===== src/rtl/stream_mux_pkg.sv =====
// Shared encodings and helpers for the stream mux family and its arbiter.
// Latency: n/a (declarations only).
// Backpressure: n/a.
package stream_mux_pkg;

    localparam logic MODE_SEL = 1'b0;
    localparam logic MODE_RR  = 1'b1;

    typedef enum logic {
        OREG_EMPTY = 1'b0,
        OREG_FULL  = 1'b1
    } oreg_state_t;

    // Index width that never collapses to zero bits, so single-bit selects stay legal.
    function automatic int clog2_min1(input int n);
        return (n <= 2) ? 1 : $clog2(n);
    endfunction

endpackage


===== src/rtl/rr_arbiter.sv =====
// Round-robin arbiter: first requester at or after ptr (wrapping), or a held lock index.
// Latency: combinational.
// Backpressure: none; the caller qualifies the grant with its own ready.
module rr_arbiter #(
    parameter int N    = 4,
    parameter int SELW = 2
) (
    input  logic [N-1:0]    req_i,
    input  logic [SELW-1:0] ptr_i,
    input  logic            lock_vld_i,
    input  logic [SELW-1:0] lock_idx_i,
    output logic [SELW-1:0] gnt_idx_o,
    output logic            gnt_vld_o
);

    logic [SELW-1:0] idx;

    always_comb begin
        gnt_idx_o = '0;
        gnt_vld_o = 1'b0;
        idx       = '0;
        if (lock_vld_i) begin
            gnt_idx_o = lock_idx_i;
            gnt_vld_o = 1'b1;
        end else begin
            // Scan farthest-first so the nearest requester after ptr wins last.
            for (int i = N - 1; i >= 0; i--) begin
                idx = SELW'((int'(ptr_i) + i) % N);
                if (req_i[idx]) begin
                    gnt_idx_o = idx;
                    gnt_vld_o = 1'b1;
                end
            end
        end
    end

endmodule


===== src/rtl/stream_mux_rr.sv =====
// N:1 valid/ready stream mux, external select or round-robin; STREAM_MUX_PKT_LOCK_EN adds packet lock.
// Latency: 1 cycle from input transfer to out_valid (registered output stage).
// Backpressure: in_ready of the granted channel follows out_ready when full; 1 beat/cycle.
module stream_mux_rr
    import stream_mux_pkg::*;
#(
    parameter int N    = 4,
    parameter int W    = 8,
    parameter int SELW = clog2_min1(N)
) (
    input  logic            clk,
    input  logic            rst_n,
    input  logic [N*W-1:0]  in_data,
    input  logic [N-1:0]    in_valid,
    output logic [N-1:0]    in_ready,
    input  logic            mode,
    input  logic [SELW-1:0] sel,
`ifdef STREAM_MUX_PKT_LOCK_EN
    input  logic [N-1:0]    in_last,
    output logic            out_last,
`endif
    output logic [W-1:0]    out_data,
    output logic [SELW-1:0] out_chan,
    output logic            out_valid,
    input  logic            out_ready
);

    oreg_state_t     state_q, state_d;
    logic [W-1:0]    data_q, data_d;
    logic [SELW-1:0] chan_q, chan_d;
    logic [SELW-1:0] rr_ptr_q, rr_ptr_d;

    logic            lock_vld;
    logic [SELW-1:0] lock_idx;
    logic [SELW-1:0] arb_idx, gnt_idx;
    logic            arb_vld, gnt_vld, sel_hit;
    logic            gnt_in_vld, gnt_last, can_load, xfer;
    logic [W-1:0]    gnt_data;

`ifdef STREAM_MUX_PKT_LOCK_EN
    localparam logic [0:0] ST_UNLOCKED = 1'b0;
    localparam logic [0:0] ST_LOCKED   = 1'b1;

    logic [0:0]      lock_st_q, lock_st_d;
    logic [SELW-1:0] lock_idx_q, lock_idx_d;
    logic            last_q, last_d;

    assign lock_vld = (lock_st_q == ST_LOCKED);
    assign lock_idx = lock_idx_q;
    assign out_last = last_q;
`else
    assign lock_vld = 1'b0;
    assign lock_idx = '0;
`endif

    rr_arbiter #(.N(N), .SELW(SELW)) u_arb (
        .req_i      (in_valid),
        .ptr_i      (rr_ptr_q),
        .lock_vld_i (lock_vld),
        .lock_idx_i (lock_idx),
        .gnt_idx_o  (arb_idx),
        .gnt_vld_o  (arb_vld)
    );

    // Out-of-range selects simply never match, so they produce no grant.
    always_comb begin
        sel_hit = 1'b0;
        for (int k = 0; k < N; k++) begin
            if (sel == SELW'(k) && in_valid[k]) sel_hit = 1'b1;
        end
    end

    always_comb begin
        if (lock_vld || mode == MODE_RR) begin
            gnt_vld = arb_vld;
            gnt_idx = arb_idx;
        end else begin
            gnt_vld = sel_hit;
            gnt_idx = sel;
        end
    end

    assign can_load = (state_q == OREG_EMPTY) || out_ready;

    always_comb begin
        gnt_data   = '0;
        gnt_in_vld = 1'b0;
        gnt_last   = 1'b1;
        for (int k = 0; k < N; k++) begin
            in_ready[k] = rst_n && gnt_vld && can_load && (gnt_idx == SELW'(k));
            if (gnt_idx == SELW'(k)) begin
                gnt_data   = in_data[k*W +: W];
                gnt_in_vld = in_valid[k];
`ifdef STREAM_MUX_PKT_LOCK_EN
                gnt_last   = in_last[k];
`endif
            end
        end
    end

    assign xfer = gnt_vld && gnt_in_vld && can_load;

    always_comb begin
        state_d  = state_q;
        data_d   = data_q;
        chan_d   = chan_q;
        rr_ptr_d = rr_ptr_q;
        if (xfer) begin
            state_d = OREG_FULL;
            data_d  = gnt_data;
            chan_d  = gnt_idx;
            if (mode == MODE_RR && gnt_last)
                rr_ptr_d = (gnt_idx == SELW'(N - 1)) ? '0 : gnt_idx + SELW'(1);
        end else if (out_ready) begin
            state_d = OREG_EMPTY;
        end
    end

    always_ff @(posedge clk or negedge rst_n) begin
        if (!rst_n) begin
            state_q  <= OREG_EMPTY;
            data_q   <= '0;
            chan_q   <= '0;
            rr_ptr_q <= '0;
        end else begin
            state_q  <= state_d;
            data_q   <= data_d;
            chan_q   <= chan_d;
            rr_ptr_q <= rr_ptr_d;
        end
    end

`ifdef STREAM_MUX_PKT_LOCK_EN
    always_comb begin
        lock_st_d  = lock_st_q;
        lock_idx_d = lock_idx_q;
        last_d     = last_q;
        if (xfer) begin
            lock_st_d  = gnt_last ? ST_UNLOCKED : ST_LOCKED;
            lock_idx_d = gnt_idx;
            last_d     = gnt_last;
        end
    end

    always_ff @(posedge clk or negedge rst_n) begin
        if (!rst_n) begin
            lock_st_q  <= ST_UNLOCKED;
            lock_idx_q <= '0;
            last_q     <= 1'b0;
        end else begin
            lock_st_q  <= lock_st_d;
            lock_idx_q <= lock_idx_d;
            last_q     <= last_d;
        end
    end
`endif

    assign out_valid = (state_q == OREG_FULL);
    assign out_data  = data_q;
    assign out_chan  = chan_q;

endmodule


===== config.mk =====
export PLATFORM = sky130hd
export DESIGN_NAME = stream_mux_rr
export DESIGN_NICKNAME = d
export VERILOG_FILES = /design/src/rtl/stream_mux_pkg.sv /design/src/rtl/rr_arbiter.sv /design/src/rtl/stream_mux_rr.sv
export SDC_FILE = /design/constraint.sdc
export NUM_CORES = 1
export LEC_CHECK = 0
export CAP_MARGIN = 20
export CORE_MARGIN = 5
export CORE_UTILIZATION = 39
export CTS_BUF_LIST = sky130_fd_sc_hd__clkbuf_16
export DETAILED_ROUTE_END_ITERATION = 7
export GPL_TIMING_DRIVEN = 1
export HOLD_SLACK_MARGIN = 0.02
export PLACE_DENSITY = 0.92
export SLEW_MARGIN = 20
export SYNTH_ARGS = -nofsm -noshare
export SYNTH_HDL_FRONTEND = slang
export SYNTH_HIERARCHICAL = 1
export SYNTH_SLANG_ARGS = --single-unit

===== constraint.sdc =====
create_clock -name clk -period 3.3 [get_ports clk]
set_clock_uncertainty 0.2 [all_clocks]
set_input_delay 0.33 -clock clk [delete_from_list [all_inputs] [get_ports clk]]
set_output_delay 0.33 -clock clk [all_outputs]
set_load 0.01 [all_outputs]

==> results.sh, run 1 <==
export IMPL_status="complete, no violations"
export IMPL_dpl_hpwl_mm=2.85
export IMPL_num_antenna_cells=0
export IMPL_start_util_pct=40.0
export IMPL_avgRoutedWirePerCell_um=16.1
export IMPL_cts_made_buffers=3
export IMPL_grt_pass1_vias=1174
export IMPL_critPathLaunch="rr_ptr_q[1]$_DFFE_PN0P_"
export IMPL_finalSetupViolations=0
export IMPL_grt_pass1_wl_mm=5.63
export IMPL_cts_buffer_depth=2
export IMPL_synth_top_cell_area_share_pct=30.3
export IMPL_h_tree_depth=1
export IMPL_die_w_um=62.5
export IMPL_cts_tree="done"
export IMPL_synthTopCellsByArea="dfrtp_1, mux2_2, o21ai_0"
export IMPL_ys_seq_area_share_pct=30.3
export IMPL_powerDensity_nw_per_um2=591
export IMPL_antenna_found_initial=0
export IMPL_postCtsSetupBuffers=0
export IMPL_setup_ws_ns=0.165
export IMPL_cellLeakagePower_nw=0.826
export IMPL_hp_class="in -> async"
export IMPL_place_ws_ns=-0.239
export IMPL_clock_sinks=13
export IMPL_syn_avg_cell_area_um2=9.10
export IMPL_use_met2_pct=31.2
export IMPL_drt_iter0_drc=57
export IMPL_worstRegToRegCells=12
export IMPL_worst_ep_arrival_time_ns=2.61
export IMPL_rows=19
export IMPL_r2r_slack_ns=0.23
export IMPL_yosysUniqueCellTypes=33
export IMPL_cp_start_kind="flip-flop"
export IMPL_path_class="reg -> out"
export IMPL_wl_mm=3.55
export IMPL_synth_area_leader_cell="dfrtp_1"
export IMPL_fmax_mhz=319
export IMPL_ys_ff_latch=13
export IMPL_final_hold_viol_count=0
export IMPL_grt_use_met3_pct=3.06
export IMPL_syn_instance_count=118
export IMPL_synth_warnings=6
export IMPL_cp_max_fo=10
export IMPL_rsz0062_at_grt="no"
export IMPL_core_area_um2=2690
export IMPL_syn_to_final_growth_pct=71.8
export IMPL_firstDrtPassIters=4
export IMPL_die_y_um=62.5
export IMPL_synth_area_um2=1070
export IMPL_io_pins=57
export IMPL_grt_busiest_layer="met2"
export IMPL_dieArea_um2=3900
export IMPL_grtUsageTotal_pct=17.7
export IMPL_period_needed_ns=3.14
export IMPL_portBuffers=56
export IMPL_drive_above_1_share_pct=17.9
export IMPL_num_vias=1133
export IMPL_gr_total_overflow=0
export IMPL_grt_max_degree=18
export IMPL_vias_per_cell=5.13
export IMPL_drc=0
export IMPL_clk_latency_ns=0.24
export IMPL_grtUsageMet1_pct=21.3
export IMPL_peakVddDrop_uv=607
export IMPL_crit_path_end_kind="output port"
export IMPL_timing_rr_start="rr_ptr_q[1]$_DFFE_PN0P_"
export IMPL_path_clk_slew_ns=0.05
export IMPL_nets=237
export IMPL_min_period_over_period_pct=95.0
export IMPL_drtAntennaViolNets=0
export IMPL_whs_ns=0.201
export IMPL_maxSlewViolCount=0
export IMPL_drv_cap=0
export IMPL_place_gp_congestion=0.864
export IMPL_r2r_end="out_data[3]$_DFFE_PN0P_"
export IMPL_fill_cells=200
export IMPL_cp_required_ns=2.77
export IMPL_cts_root_buf="clkbuf_16"
-- power by group --
| part | internal (mW) | leakage, nW | switching [mW] |
|---|---|---|---|
| Sequential | 0.237 | 0.159 | 0.0539 |
| Combinational | 0.333 | 0.625 | 0.241 |
| Clock | 0.160 | 0.0423 | 0.0648 |
| Total | 0.729 | 0.826 | 0.360 |
-- worst max-delay path, stage by stage (launching register included) --
cell and delay [ns]:
dfrtp_1 0.44, nand2b_1 0.18, a221oi_2 0.28, nor3_2 0.09
a21oi_1 0.24, ha_1 0.22, buf_4 0.19, inv_1 0.07
nor2_1 0.10, clkdlybuf4s50_1 0.56
-- kinds of logic after synthesis --
group | Yosys count | share of synthesized area, %
DFF | 13 | 30.3
buffers and inverters | 14 | 5.48
AOI/OAI and AO/OA | 37 | 24.8
and+or+nand+nor | 33 | 17.2
other | 1 | 0.349
adders and majority gates | 4 | 4.66
muxes | 16 | 17.1
-- cell usage after synthesis --
library cell / count
a21oi_1: 2
nor2b_1: 3
mux2_4: 2
a31oi_1: 1
o31ai_4: 1
mux2i_1: 3
a21o_1: 1
o21ai_1: 1
nand3_4: 1
a22oi_1: 1
dfrtp_1: 13
nor3_1: 1
a22o_1: 1
o21ai_0: 20
clkbuf_1: 2
or3_1: 2
ha_1: 4
a22oi_4: 1
nor2_4: 1
and3_1: 1
clkbuf_4: 1
mux2_2: 11
nand3b_1: 1
nor2_1: 6
conb_1: 1
a221oi_1: 1
a221o_1: 7
nand2b_1: 4
or3_4: 1
nand2_1: 11
buf_2: 2
inv_1: 9
nand4_1: 1
-- cell usage in the layout, fill, tap and decap left out, drive strengths merged --
| cell type | synthesis | routed |
|---|---|---|
| nor2b | 3 | 3 |
| dfrtp | 13 | 13 |
| buf | 2 | 10 |
| nand3b | 1 | 1 |
| a22o | 1 | 1 |
| conb | 1 | 8 |
| a31oi | 1 | 1 |
| a221oi | 1 | 1 |
| a21oi | 2 | 2 |
| o31ai | 1 | 1 |
| mux2i | 3 | 3 |
| a221o | 7 | 7 |
| clkdlybuf4s50 | 0 | 52 |
| or3 | 3 | 3 |
| a22oi | 2 | 2 |
| nand3 | 1 | 1 |
| clkbuf | 3 | 3 |
| nor3 | 1 | 1 |
| ha | 4 | 4 |
| o21ai | 21 | 21 |
| nand4 | 1 | 1 |
| and3 | 1 | 1 |
| dlygate4sd2 | 0 | 2 |
| nor2 | 7 | 7 |
| nand2b | 4 | 4 |
| mux2 | 13 | 13 |
| nand2 | 11 | 11 |
| a21o | 1 | 1 |
| inv | 9 | 10 |
| dlymetal6s2s | 0 | 2 |
-- layout make-up --
class	count	area, um2	share of cell area, %
clock inverters	1	3.75	0.204
flip-flops and latches	13	325	17.6
repair buffers	66	638	34.6
well taps	31	38.8	2.10
inverters	9	33.8	1.83
clock buffers	3	75.1	4.07
multi-input cells	98	729	39.6
-- registers in the layout, summed over array words and instances (netlist names) --
name,flops
rr_ptr_q,2
out_chan,2
out_valid,1
out_data,8
-- metrics by stage --
step,cell area [um2],instances,TNS (ns),power (mW),util (%)
finish,1840,221,0,1.09,68.7
global route,1840,221,0,1.15,68.7
CTS,1830,221,0,1.09,68.0
detailed placement,1750,217,-2.75,0.859,65.1
global placement,1750,217,-0.0674,0.832,65.1
floorplan,1100,125,0,0.577,-
-- worst max path at each step --
stage | to | cells after the start
5_1_grt | in_ready[2] | 9
6_report | in_ready[2] | 9
2_1_floorplan | rr_ptr_q[0]$_DFFE_PN0P_ | 11
3_3_place_gp | rr_ptr_q[0]$_DFFE_PN0P_ | 12
4_1_cts | rr_ptr_q[0]$_DFFE_PN0P_ | 12
3_5_place_dp | rr_ptr_q[0]$_DFFE_PN0P_ | 12
-- metal layers --
| layer | up-vias | share of wire (%) | wire length (um) |
|---|---|---|---|
| li1 | 562 | - | - |
| met1 | 541 | 41 | 1470 |
| met2 | 25 | 54 | 1910 |
| met3 | 5 | 3.7 | 130 |
| met4 | 0 | 1.2 | 43 |
| met5 | - | 0 | 0 |
-- repair_timing --
action                                  CTS  global route
hold buffers                              0             0
endpoints found under the setup margin    2            14
pin swaps                                 0             0
cloned                                    0             0
resized for setup                         2             5
Power figures use the tool's default switching activity.
==> run 2, diff against run 1 <==
HOLD_SLACK_MARGIN = unset   (was 0.02)
==> results of run 2 <==
The final DEF is identical to that of run 1; final timing and power are the same.
==> run 3, diff against run 2 <==
SETUP_SLACK_MARGIN = 0.05   (was unset)
==> run 3 against run 2 <==
  * Worst hold slack better by 0.00073 ns
  * Non-clock buffer count unchanged
  * Largest power group unchanged
  * First-iteration DRC count up 28%
  * Worst setup slack better by 0.021 ns
  * Highest routed layer unchanged
  * Sequential cell count unchanged
  * Sequential share of layout area about the same
==> results.sh, run 3 (synthesized netlist as in run 1, its figures left out) <==
export IMPL_io_pins=57
export IMPL_place_gp_congestion=0.864
export IMPL_period_needed_ns=3.11
export IMPL_firstDrtPassIters=4
export IMPL_path_clk_slew_ns=0.05
export IMPL_power_total_mw=1.09
export IMPL_finalSetupViolations=0
export IMPL_layout_commonest_cell="clkdlybuf4s50_1"
export IMPL_antenna_found_initial=0
export IMPL_maxSlewViolCount=0
export IMPL_fill_cells=199
export IMPL_avgRoutedWirePerCell_um=15.9
export IMPL_drc=0
export IMPL_die_y_um=62.5
export IMPL_peakVddDrop_uv=603
export IMPL_grt_pass1_vias=1184
export IMPL_gr_total_overflow=0
export IMPL_vias_per_cell=5.05
export IMPL_status="complete, no violations"
export IMPL_r2r_end="out_data[3]$_DFFE_PN0P_"
export IMPL_path_class="in -> out"
export IMPL_clk_latency_ns=0.24
export IMPL_largest_reg_flops=8
export IMPL_switchingPower_mw=0.360
export IMPL_cp_required_ns=2.77
export IMPL_swShare_pct=33.0
export IMPL_pwr_share_clk_pct=20.5
export IMPL_stdcell_area_um2=1840
export IMPL_utilization_pct=68.5
export IMPL_cp_start_kind="input port"
export IMPL_die_w_um=62.5
export IMPL_rsz0062_at_grt="no"
export IMPL_tns_ns=0
export IMPL_syn_to_final_growth_pct=71.4
export IMPL_cts_tree="done"
export IMPL_crit_path_end_kind="output port"
export IMPL_dpl_instance_area_um2=1750
export IMPL_num_antenna_cells=0
export IMPL_dpl_hpwl_mm=2.85
export IMPL_cts_made_buffers=3
export IMPL_grtUsageTotal_pct=17.8
export IMPL_dieArea_um2=3900
export IMPL_grt_pass1_wl_mm=5.66
export IMPL_drv_cap=0
export IMPL_cts_root_buf="clkbuf_16"
export IMPL_grt_use_met3_pct=3.06
export IMPL_min_period_over_period_pct=94.4
export IMPL_grtUsageMet1_pct=21.7
export IMPL_grt_busiest_layer="met2"
export IMPL_nets=237
export IMPL_timing_rr_start="rr_ptr_q[1]$_DFFE_PN0P_"
export IMPL_final_hold_viol_count=0
export IMPL_portBuffers=56
export IMPL_grt_max_degree=18
export IMPL_drtAntennaViolNets=0
export IMPL_pwr_share_comb_pct=52.8
export IMPL_clock_sinks=13
export IMPL_start_util_pct=40.0
export IMPL_final_cell_mix="clkdlybuf4s50_1, o21ai_0, dfrtp_1"
export IMPL_wl_mm=3.52
export IMPL_powerDensity_nw_per_um2=592
export IMPL_cts_buffer_depth=2
export IMPL_worstRegToRegCells=12
export IMPL_cellLeakagePower_nw=0.810
export IMPL_place_inst=217
export IMPL_hp_class="in -> async"
export IMPL_p_int_mw=0.729
export IMPL_num_vias=1117
export IMPL_core_area_um2=2690
export IMPL_stdcell_count=221
export IMPL_r2r_slack_ns=0.32
export IMPL_drive_above_1_share_pct=18.4
export IMPL_rows=19
export IMPL_use_met2_pct=31.0
export IMPL_h_tree_depth=1
export IMPL_fmax_mhz=321
export IMPL_drt_iter0_drc=73
export IMPL_worst_ep_arrival_time_ns=2.58
export IMPL_pwr_share_seq_pct=26.7
export IMPL_cp_max_fo=10
[run 3: power by group through the flow]
stage / Clock, mW / Combinational (mW) / Sequential, mW
floorplan: 0 / 0.268 / 0.309
global placement: 0 / 0.549 / 0.283
detailed placement: 0 / 0.568 / 0.291
CTS: 0.225 / 0.577 / 0.290
global route: 0.235 / 0.618 / 0.299
finish: 0.223 / 0.574 / 0.291
[run 3: cell type report]
class	instances	area, um2	area share (%)
tap	31	38.8	2.11
clock buffer	3	75.1	4.08
inverter	9	33.8	1.84
timing repair buffer	66	631	34.3
multi-input combinational	98	733	39.8
sequential	13	325	17.7
clock inverter	1	3.75	0.204
[run 3: through the flow]
step	hold slack (ns)	setup slack, ns
6_report	0.202	0.186
5_1_grt	0.227	0.0572
3_5_place_dp	0.295	-0.239
4_1_cts	0.206	0.207
3_3_place_gp	0.292	-0.0244
2_1_floorplan	-0.166	0.398
[run 3: worst max-delay path, stage by stage]
cell and delay, ns:
clkdlybuf4s50_1 0.44, buf_4 0.16, a21o_1 0.16, a31oi_1 0.17
mux2_2 0.22, ha_1 0.18, buf_4 0.18, inv_1 0.07
nor2_1 0.10, clkdlybuf4s50_1 0.56
[run 3: worst max path at each step]
stage | slack (ns) | start | to
2_1_floorplan | 0.40 | rr_ptr_q[1]$_DFFE_PN0P_ | rr_ptr_q[0]$_DFFE_PN0P_
3_3_place_gp | -0.02 | in_valid[3] | rr_ptr_q[0]$_DFFE_PN0P_
3_5_place_dp | -0.24 | in_valid[3] | rr_ptr_q[0]$_DFFE_PN0P_
4_1_cts | 0.21 | in_valid[1] | in_ready[2]
5_1_grt | 0.06 | in_valid[1] | in_ready[2]
6_report | 0.19 | in_valid[1] | in_ready[2]
[run 3: timing repair]
item | CTS | global route
gates resized for setup | 7 | 1
endpoints found under the setup margin | 16 | 1
endpoints found under the hold margin | 0 | 0
hold buffers | 0 | 0
setup buffers | 0 | 0
[run 3: routing by layer]
layer / up-vias / share of wire, %
li1: 561 / -
met5: - / 0
met1: 522 / 42
met4: 0 / 1.2
met3: 5 / 3.6
met2: 29 / 53
